### config.mk
export PLATFORM = sky130hd
export DESIGN_NAME = alu_exec_md
export DESIGN_NICKNAME = d
export VERILOG_FILES = /design/src/rtl/alu_defs_pkg.sv /design/src/rtl/alu_md_iter.sv /design/src/rtl/alu_exec_md.sv
export SDC_FILE = /design/constraint.sdc
export NUM_CORES = 1
export LEC_CHECK = 0
export CORE_MARGIN = 1.5
export CORE_UTILIZATION = 50
export CTS_BUF_LIST = sky130_fd_sc_hd__clkbuf_16
export DETAILED_ROUTE_END_ITERATION = 8
export PLACE_DENSITY = 0.71
export SLEW_MARGIN = 20
export SYNTH_ARGS = -nofsm -noshare
export SYNTH_HDL_FRONTEND = slang
export SYNTH_SLANG_ARGS = --single-unit
### constraint.sdc
create_clock -name clk -period 6.76 [get_ports clk]
set_input_delay 2.028 -clock clk [delete_from_list [all_inputs] [get_ports clk]]
set_output_delay 2.028 -clock clk [all_outputs]
set_load 0.05 [all_outputs]
### src/rtl/alu_defs_pkg.sv
// Shared definitions for the EX-stage ALU with iterative multiply/divide.
// Contents: aluop encodings, 5-bit aluctl codes, the M-op func7 pattern,
// FSM state type and small helpers that classify M ops by signedness.
package alu_defs;

  localparam logic [1:0] ALUOP_MEM = 2'b00;
  localparam logic [1:0] ALUOP_I   = 2'b01;
  localparam logic [1:0] ALUOP_R   = 2'b10;
  localparam logic [1:0] ALUOP_BR  = 2'b11;

  localparam logic [6:0] FUNC7_MD = 7'b0000001;

  // Bit 4 set marks an M op; the low three bits of an M op are its func3,
  // so bit 2 selects the divide group and bit 1 selects remainder.
  localparam logic [4:0] CTL_ADD    = 5'h00;
  localparam logic [4:0] CTL_SUB    = 5'h01;
  localparam logic [4:0] CTL_SLL    = 5'h02;
  localparam logic [4:0] CTL_SLT    = 5'h03;
  localparam logic [4:0] CTL_SLTU   = 5'h04;
  localparam logic [4:0] CTL_XOR    = 5'h05;
  localparam logic [4:0] CTL_SRL    = 5'h06;
  localparam logic [4:0] CTL_SRA    = 5'h07;
  localparam logic [4:0] CTL_OR     = 5'h08;
  localparam logic [4:0] CTL_AND    = 5'h09;
  localparam logic [4:0] CTL_MUL    = 5'h10;
  localparam logic [4:0] CTL_MULH   = 5'h11;
  localparam logic [4:0] CTL_MULHSU = 5'h12;
  localparam logic [4:0] CTL_MULHU  = 5'h13;
  localparam logic [4:0] CTL_DIV    = 5'h14;
  localparam logic [4:0] CTL_DIVU   = 5'h15;
  localparam logic [4:0] CTL_REM    = 5'h16;
  localparam logic [4:0] CTL_REMU   = 5'h17;

  typedef enum logic {
    ST_IDLE = 1'b0,
    ST_CALC = 1'b1
  } state_t;

  function automatic logic op_signed_a(input logic [4:0] ctl);
    return (ctl == CTL_MULH) || (ctl == CTL_MULHSU) ||
           (ctl == CTL_DIV)  || (ctl == CTL_REM);
  endfunction

  function automatic logic op_signed_b(input logic [4:0] ctl);
    return (ctl == CTL_MULH) || (ctl == CTL_DIV) || (ctl == CTL_REM);
  endfunction

endpackage

### src/rtl/alu_md_iter.sv
// Iterative multiply/divide datapath, one bit per cycle for XLEN cycles.
// Ports:
//   clk, rst       clock, synchronous active-high reset (aborts any run)
//   start          load operands and begin a run (op must be an M op)
//   op             aluctl code of the M op
//   src_a, src_b   operands, sampled on start
//   done           high during the last iteration cycle
//   result         final signed-corrected result; valid while done=1
// Multiply: shift-add on magnitudes into {acc_hi, acc_lo}.
// Divide:   restoring division on magnitudes; acc_hi = remainder,
//           acc_lo = dividend shifting out / quotient shifting in.
module alu_md_iter
  import alu_defs::*;
#(
  parameter int XLEN = 32
) (
  input  logic            clk,
  input  logic            rst,
  input  logic            start,
  input  logic [4:0]      op,
  input  logic [XLEN-1:0] src_a,
  input  logic [XLEN-1:0] src_b,
  output logic            done,
  output logic [XLEN-1:0] result
);

  localparam int CW = $clog2(XLEN) + 1;
  localparam logic [CW-1:0] CNT_INIT = CW'(XLEN);

  logic [CW-1:0]     cnt;
  logic [XLEN-1:0]   acc_hi, acc_lo, m_opnd;
  logic [4:0]        op_q;
  logic              neg_q, neg_r;

  logic              neg_a, neg_b;
  logic [XLEN-1:0]   mag_a, mag_b;

  logic [XLEN:0]     sum, rs;
  logic              ge;
  logic [XLEN-1:0]   diff, hi_nx, lo_nx;
  logic [2*XLEN-1:0] prod, prod_fix;
  logic [XLEN-1:0]   quo, rmd;

  always_comb begin
    neg_a = op_signed_a(op) && src_a[XLEN-1];
    neg_b = op_signed_b(op) && src_b[XLEN-1];
    mag_a = neg_a ? -src_a : src_a;
    mag_b = neg_b ? -src_b : src_b;
  end

  always_comb begin
    sum  = {1'b0, acc_hi} + (acc_lo[0] ? {1'b0, m_opnd} : {(XLEN+1){1'b0}});
    rs   = {acc_hi, acc_lo[XLEN-1]};
    ge   = (rs >= {1'b0, m_opnd});
    // When ge the true difference is below m_opnd, so XLEN bits suffice.
    diff = rs[XLEN-1:0] - m_opnd;
    if (op_q[2]) begin
      hi_nx = ge ? diff : rs[XLEN-1:0];
      lo_nx = {acc_lo[XLEN-2:0], ge};
    end else begin
      hi_nx = sum[XLEN:1];
      lo_nx = {sum[0], acc_lo[XLEN-1:1]};
    end
  end

  // Result is formed from the next-state values so the top can register
  // it on the same edge as the final iteration.
  always_comb begin
    prod     = {hi_nx, lo_nx};
    prod_fix = neg_q ? -prod : prod;
    quo      = neg_q ? -lo_nx : lo_nx;
    rmd      = neg_r ? -hi_nx : hi_nx;
    case (op_q)
      CTL_MUL:                          result = prod_fix[XLEN-1:0];
      CTL_MULH, CTL_MULHSU, CTL_MULHU:  result = prod_fix[2*XLEN-1:XLEN];
      CTL_DIV, CTL_DIVU:                result = quo;
      default:                          result = rmd;
    endcase
  end

  assign done = (cnt == CW'(1));

  always_ff @(posedge clk) begin
    if (rst) begin
      cnt    <= '0;
      acc_hi <= '0;
      acc_lo <= '0;
      m_opnd <= '0;
      op_q   <= CTL_MUL;
      neg_q  <= 1'b0;
      neg_r  <= 1'b0;
    end else if (start) begin
      cnt    <= CNT_INIT;
      acc_hi <= '0;
      acc_lo <= mag_a;
      m_opnd <= mag_b;
      op_q   <= op;
      neg_q  <= neg_a ^ neg_b;
      neg_r  <= neg_a;
    end else if (cnt != '0) begin
      cnt    <= cnt - CW'(1);
      acc_hi <= hi_nx;
      acc_lo <= lo_nx;
    end
  end

endmodule

### src/rtl/alu_exec_md.sv
// EX-stage ALU: decodes aluop/func3/func7, executes single-cycle ops and
// fast M cases in one cycle, and hands other M ops to alu_md_iter.
// Ports:
//   clk, rst              clock, synchronous active-high reset
//   in_valid / in_ready   operation handshake from ID/EX
//   aluop, func3, func7   decode inputs
//   src_a, src_b          operands (src_b may be an immediate)
//   out_valid / out_ready result handshake to EX/MEM
//   result, zero          registered result and result==0 flag
//   busy                  iterative M op in progress
//
// state   | meaning
// --------+-----------------------------------------------
// ST_IDLE | ready for a new op (unless output is blocked)
// ST_CALC | alu_md_iter running; inputs ignored
module alu_exec_md
  import alu_defs::*;
#(
  parameter int XLEN  = 32,
  parameter int MD_EN = 1
) (
  input  logic            clk,
  input  logic            rst,
  input  logic            in_valid,
  output logic            in_ready,
  input  logic [1:0]      aluop,
  input  logic [2:0]      func3,
  input  logic [6:0]      func7,
  input  logic [XLEN-1:0] src_a,
  input  logic [XLEN-1:0] src_b,
  output logic            out_valid,
  input  logic            out_ready,
  output logic [XLEN-1:0] result,
  output logic            zero,
  output logic            busy
);

  localparam int SHW = $clog2(XLEN);

  state_t          state, state_nx;
  logic [4:0]      ctl;
  logic            is_md;
  logic [SHW-1:0]  shamt;
  logic [XLEN-1:0] alu_res, imm_res, iter_res;
  logic            need_iter, iter_done;
  logic            a_zero, b_zero, b_ones, a_min, ovf;
  logic            accept, start_iter;

  always_comb begin
    is_md = (MD_EN != 0) && (aluop == ALUOP_R) && (func7 == FUNC7_MD);
    ctl   = CTL_ADD;
    case (aluop)
      ALUOP_I, ALUOP_R: begin
        if (is_md) begin
          ctl = {2'b10, func3};
        end else begin
          case (func3)
            3'b000:  ctl = (aluop == ALUOP_R && func7[5]) ? CTL_SUB : CTL_ADD;
            3'b001:  ctl = CTL_SLL;
            3'b010:  ctl = CTL_SLT;
            3'b011:  ctl = CTL_SLTU;
            3'b100:  ctl = CTL_XOR;
            3'b101:  ctl = func7[5] ? CTL_SRA : CTL_SRL;
            3'b110:  ctl = CTL_OR;
            default: ctl = CTL_AND;
          endcase
        end
      end
      ALUOP_BR: begin
        if (func3[2] & func3[1])      ctl = CTL_SLTU;
        else if (func3[2] ^ func3[1]) ctl = CTL_SLT;
        else                          ctl = CTL_SUB;
      end
      default: ctl = CTL_ADD;
    endcase
  end

  always_comb begin
    shamt = src_b[SHW-1:0];
    case (ctl)
      CTL_ADD:  alu_res = src_a + src_b;
      CTL_SUB:  alu_res = src_a - src_b;
      CTL_SLL:  alu_res = src_a << shamt;
      CTL_SLT:  alu_res = {{(XLEN-1){1'b0}}, ($signed(src_a) < $signed(src_b))};
      CTL_SLTU: alu_res = {{(XLEN-1){1'b0}}, (src_a < src_b)};
      CTL_XOR:  alu_res = src_a ^ src_b;
      CTL_SRL:  alu_res = src_a >> shamt;
      CTL_SRA:  alu_res = $unsigned($signed(src_a) >>> shamt);
      CTL_OR:   alu_res = src_a | src_b;
      CTL_AND:  alu_res = src_a & src_b;
      default:  alu_res = '0;
    endcase
  end

  // M cases with a closed-form answer skip the iterative unit.
  always_comb begin
    a_zero    = (src_a == '0);
    b_zero    = (src_b == '0);
    b_ones    = &src_b;
    a_min     = (src_a == {1'b1, {(XLEN-1){1'b0}}});
    ovf       = a_min && b_ones;
    need_iter = 1'b0;
    imm_res   = alu_res;
    case (ctl)
      CTL_MUL, CTL_MULH, CTL_MULHSU, CTL_MULHU: begin
        imm_res   = '0;
        need_iter = !(a_zero || b_zero);
      end
      CTL_DIV: begin
        if (b_zero)   imm_res = '1;
        else if (ovf) imm_res = src_a;
        else          need_iter = 1'b1;
      end
      CTL_DIVU: begin
        if (b_zero) imm_res = '1;
        else        need_iter = 1'b1;
      end
      CTL_REM: begin
        if (b_zero)   imm_res = src_a;
        else if (ovf) imm_res = '0;
        else          need_iter = 1'b1;
      end
      CTL_REMU: begin
        if (b_zero) imm_res = src_a;
        else        need_iter = 1'b1;
      end
      default: ;
    endcase
  end

  assign in_ready   = (state == ST_IDLE) && !(out_valid && !out_ready);
  assign accept     = in_valid && in_ready;
  assign start_iter = accept && need_iter;
  assign busy       = (state == ST_CALC);

  alu_md_iter #(.XLEN(XLEN)) u_iter (
    .clk    (clk),
    .rst    (rst),
    .start  (start_iter),
    .op     (ctl),
    .src_a  (src_a),
    .src_b  (src_b),
    .done   (iter_done),
    .result (iter_res)
  );

  always_ff @(posedge clk) begin
    if (rst) state <= ST_IDLE;
    else     state <= state_nx;
  end

  always_comb begin
    state_nx = state;
    case (state)
      ST_IDLE: if (start_iter) state_nx = ST_CALC;
      ST_CALC: if (iter_done)  state_nx = ST_IDLE;
      default: state_nx = ST_IDLE;
    endcase
  end

  always_ff @(posedge clk) begin
    if (rst) begin
      out_valid <= 1'b0;
      result    <= '0;
      zero      <= 1'b0;
    end else begin
      if (out_valid && out_ready) out_valid <= 1'b0;
      if (accept && !need_iter) begin
        out_valid <= 1'b1;
        result    <= imm_res;
        zero      <= (imm_res == '0);
      end else if (state == ST_CALC && iter_done) begin
        out_valid <= 1'b1;
        result    <= iter_res;
        zero      <= (iter_res == '0);
      end
    end
  end

endmodule

==> results.json <==
{
  "netlist_area_sq_um": 25640,
  "cts_setup_buffers": 0,
  "yosysMostFrequentCell": "nor2_1",
  "pwr-share-comb_pct": 75.3,
  "drv_slew": 0,
  "p_per_area_nw_per_um2": 283.5,
  "grt_max_degree": 96,
  "clockBufferDepth": 2,
  "num_vias": 33291,
  "insertion_delay_ns": 0.50,
  "die_h_um": 229.5,
  "drtPass1Iterations": 7,
  "crit_arrival_ns": 7.10,
  "fin_skew_ns": 0.01666,
  "gp_congestion": 1.130,
  "syn_to_final_growth_pct": 18.38,
  "port_buffers": 115,
  "grt_overflow_total": 0,
  "ys_types": 116,
  "max-slew-margin-rel_pct": 17.89,
  "p_leak_uw": 0.01199,
  "fillers": 4833,
  "power.net_switching_uw": 4873,
  "hold_viol_final": 0,
  "worstSetupPathType": "in -> reg",
  "cts-htree-levels": 4,
  "synthArstFlopShare_pct": 0,
  "setup_viol": 0,
  "crit_path_max_fanout": 13,
  "nNetsFinal": 4198,
  "r2r-start": "u_iter.acc_lo[0]",
  "via_per_inst": 7.193,
  "ir_drop_v": 0.0003337,
  "yosysTopAreaCell": "dfxtp_1",
  "core_area_sq_um": 50380,
  "num_rows": 82,
  "rsz0062_at_grt": "false",
  "hold_path.class": "reg -> reg",
  "power_frac_clock_pct": 11.1,
  "synth_seq_area_share_pct": 11.24,
  "antenna_found_initial": 5,
  "cts-root-buf": "clkbuf_16",
  "cts_hold_buf": 0,
  "syn_inst": 3680,
  "holdWs_ns": 0.4506,
  "switching_share_pct": 56.62,
  "power_frac_seq_pct": 13.6,
  "wl_per_cell_um": 30.81,
  "path_clk_slew_ns": 0.07,
  "cts_tree": "done",
  "max_freq_ghz": 0.1500,
  "rrSetupSlack_ns": 0.11,
  "p_int_uw": 3734,
  "ys.flop_type": "dfxtp_1",
  "ant_nets": 0,
  "crit_path_end_kind": "flop",
  "finalPower_uw": 8607,
  "grt_pass1_vias": 31086,
  "cts-buffers-inserted": 17,
  "cp_slowest_cell": "nor4_4",
  "critPathLaunch": "aluop[1]",
  "crit_path_start_kind": "primary input",
  "synth_common_cells": "nor2_1, nand2_1, a21oi_1",
  "die_x_um": 229.5,
  "clock-sinks": 144,
  "finalWorstPathRequiredPeriod_ns": 6.668,
  "synth_warnings": 0,
  "start_util_pct": 50.91,
  "max_slew.worst_pin.slew_ns": 1.212,
  "worstHoldStart": "u_iter.op_q[4]",
  "cap_violations": 0,
  "crit_required_ns": 7.19,
  "drcViolationCount": 0,
  "io_pins": 116,
  "drive_gt1_share_pct": 15.38,
  "groute.usage.overall_pct": 52.51,
  "syn_nets": 3937,
  "slowest_delay_ns": 0.55,
  "synth_area_leaders": "dfxtp_1, ha_1, nor2_1",
  "dpl_worst_slack_ns": -0.5569,
  "fin_ws_ns": 0.09237,
  "synth-edff-count": 0,
  "syn_area_per_cell_sq_um": 6.969,
  "netlist.area_leader.share_pct": 11.24,
  "yosys_register_bits": 144,
  "grt_pass1_wl_um": 206100,
  "die_area_sq_um": 52660,
  "drt_first_iter_violations": 5016,
  "totalWireLength_um": 142600,
  "path_cells": "clkdlybuf4s50_1 -> ha_1 -> nor4bb_1 -> buf_4 -> a21oi_1 -> o311a_1 -> and2_1 -> a31oi_1 -> or2_2 -> o221ai_1 -> a221o_1 -> nor3_1 -> nand3_1 -> nor4_4 -> buf_4 -> nand4_1 -> nor2_1 -> nand2_1 -> nand3_1",
  "dp_hpwl_um": 112300,
  "status": "complete, no violations",
  "timing.final.crit_share_pct": 98.63
}
-- power groups by stage --
stage                     Sequential (uW)  Clock, uW  Combinational [uW]
after floorplan                      1190          0                3930
after global placement               1180          0                6090
after detailed placement             1180          0                6120
after CTS                            1160        951                6160
after global routing                 1180        987                6790
final                                1170        956                6480
-- cell type report --
type | count | area, sq um | area share, %
Antenna cell | 2 | 5.005 | 0.01649
Multi-Input combinational cell | 3090 | 21130 | 69.61
Clock inverter | 15 | 136.4 | 0.4492
Inverter | 173 | 649.4 | 2.139
Tap cell | 672 | 840.8 | 2.770
Sequential cell | 144 | 2887 | 9.508
Timing Repair Buffer | 515 | 4282 | 14.10
Clock buffer | 17 | 425.4 | 1.401
-- cell families (layout without fill, tap and decap cells) --
logic type / Yosys count / count (layout) / share of synthesized area (%)
DFF: 144 / 144 / 11.24
buffers and inverters: 446 / 720 / 6.870
other: 0 / 2 / 0
and+or+nand+nor: 1363 / 1363 / 25.87
AOI/OAI and AO/OA: 1241 / 1241 / 33.70
adders and majority gates: 177 / 177 / 8.753
xor gates and xnor gates: 147 / 147 / 5.021
muxes: 162 / 162 / 8.548
-- layer usage --
layer	up-vias	GRT usage (%)	share of wire, %
met3	797	17.11	14
met5	-	0	0.0084
met1	15361	60.51	35
met2	2764	78.91	42
li1	14367	-	-
met4	2	43.69	10
-- timing repair --
action | 4_1_cts | 5_1_grt
pin swaps | 0 | 1
setup endpoints to repair | 1 | 1
gates resized for setup | 1 | 6
-- registers in the layout, indices dropped and copies added (netlist names) --
name and flops:
u_iter.op_q 5, u_iter.m_opnd 32, zero 1, out_valid 1, u_iter.acc_hi 32, u_iter.neg_r 1
u_iter.neg_q 1, u_iter.cnt 6, result 32, u_iter.acc_lo 32, busy 1
-- worst paths after layout --
check                   end  cells after the start
max                    zero                     19
min          u_iter.op_q[4]                      1
max reg2reg            zero                     19
min reg2reg  u_iter.op_q[4]                      1
-- cell usage in the layout (no fill, tap or decap), types with 25 or more instances in the layout --
cell,n
o21ai_0,195
o21bai_1,26
mux2i_1,92
and2_1,63
inv_1,173
xor2_1,38
mux2_2,25
dfxtp_1,143
ha_1,173
and3_1,31
nand3_1,78
nand2_1,323
a221oi_1,34
clkdlybuf4s50_1,109
nor2_1,437
xnor2_1,109
o211ai_1,58
a211oi_1,131
a21o_1,40
or3_1,35
a21oi_1,291
nand4_1,54
nor4_1,46
nand2b_1,29
o31ai_1,55
o221ai_1,30
o21a_1,35
mux4_2,43
nor3_1,125
a31oi_1,54
buf_4,391
-- critical path: cells and delay by family --
kind	cells	cell delay [ns]
compound gates	5	1.41
simple gates	10	2.56
fa+ha+maj	1	0.19
buf+inv	3	0.90
-- metrics by stage --
step                util [%]  instances  TNS (ns)  area, sq um
floorplan                  -       3680         0        25640
global placement       59.04       4594   -0.5483        29740
detailed placement     59.04       4594   -0.6484        29740
CTS                    60.17       4626         0        30310
global route           60.26       4626         0        30350
finish                 60.27       4628         0        30360
(Power assumes the default switching activity.)
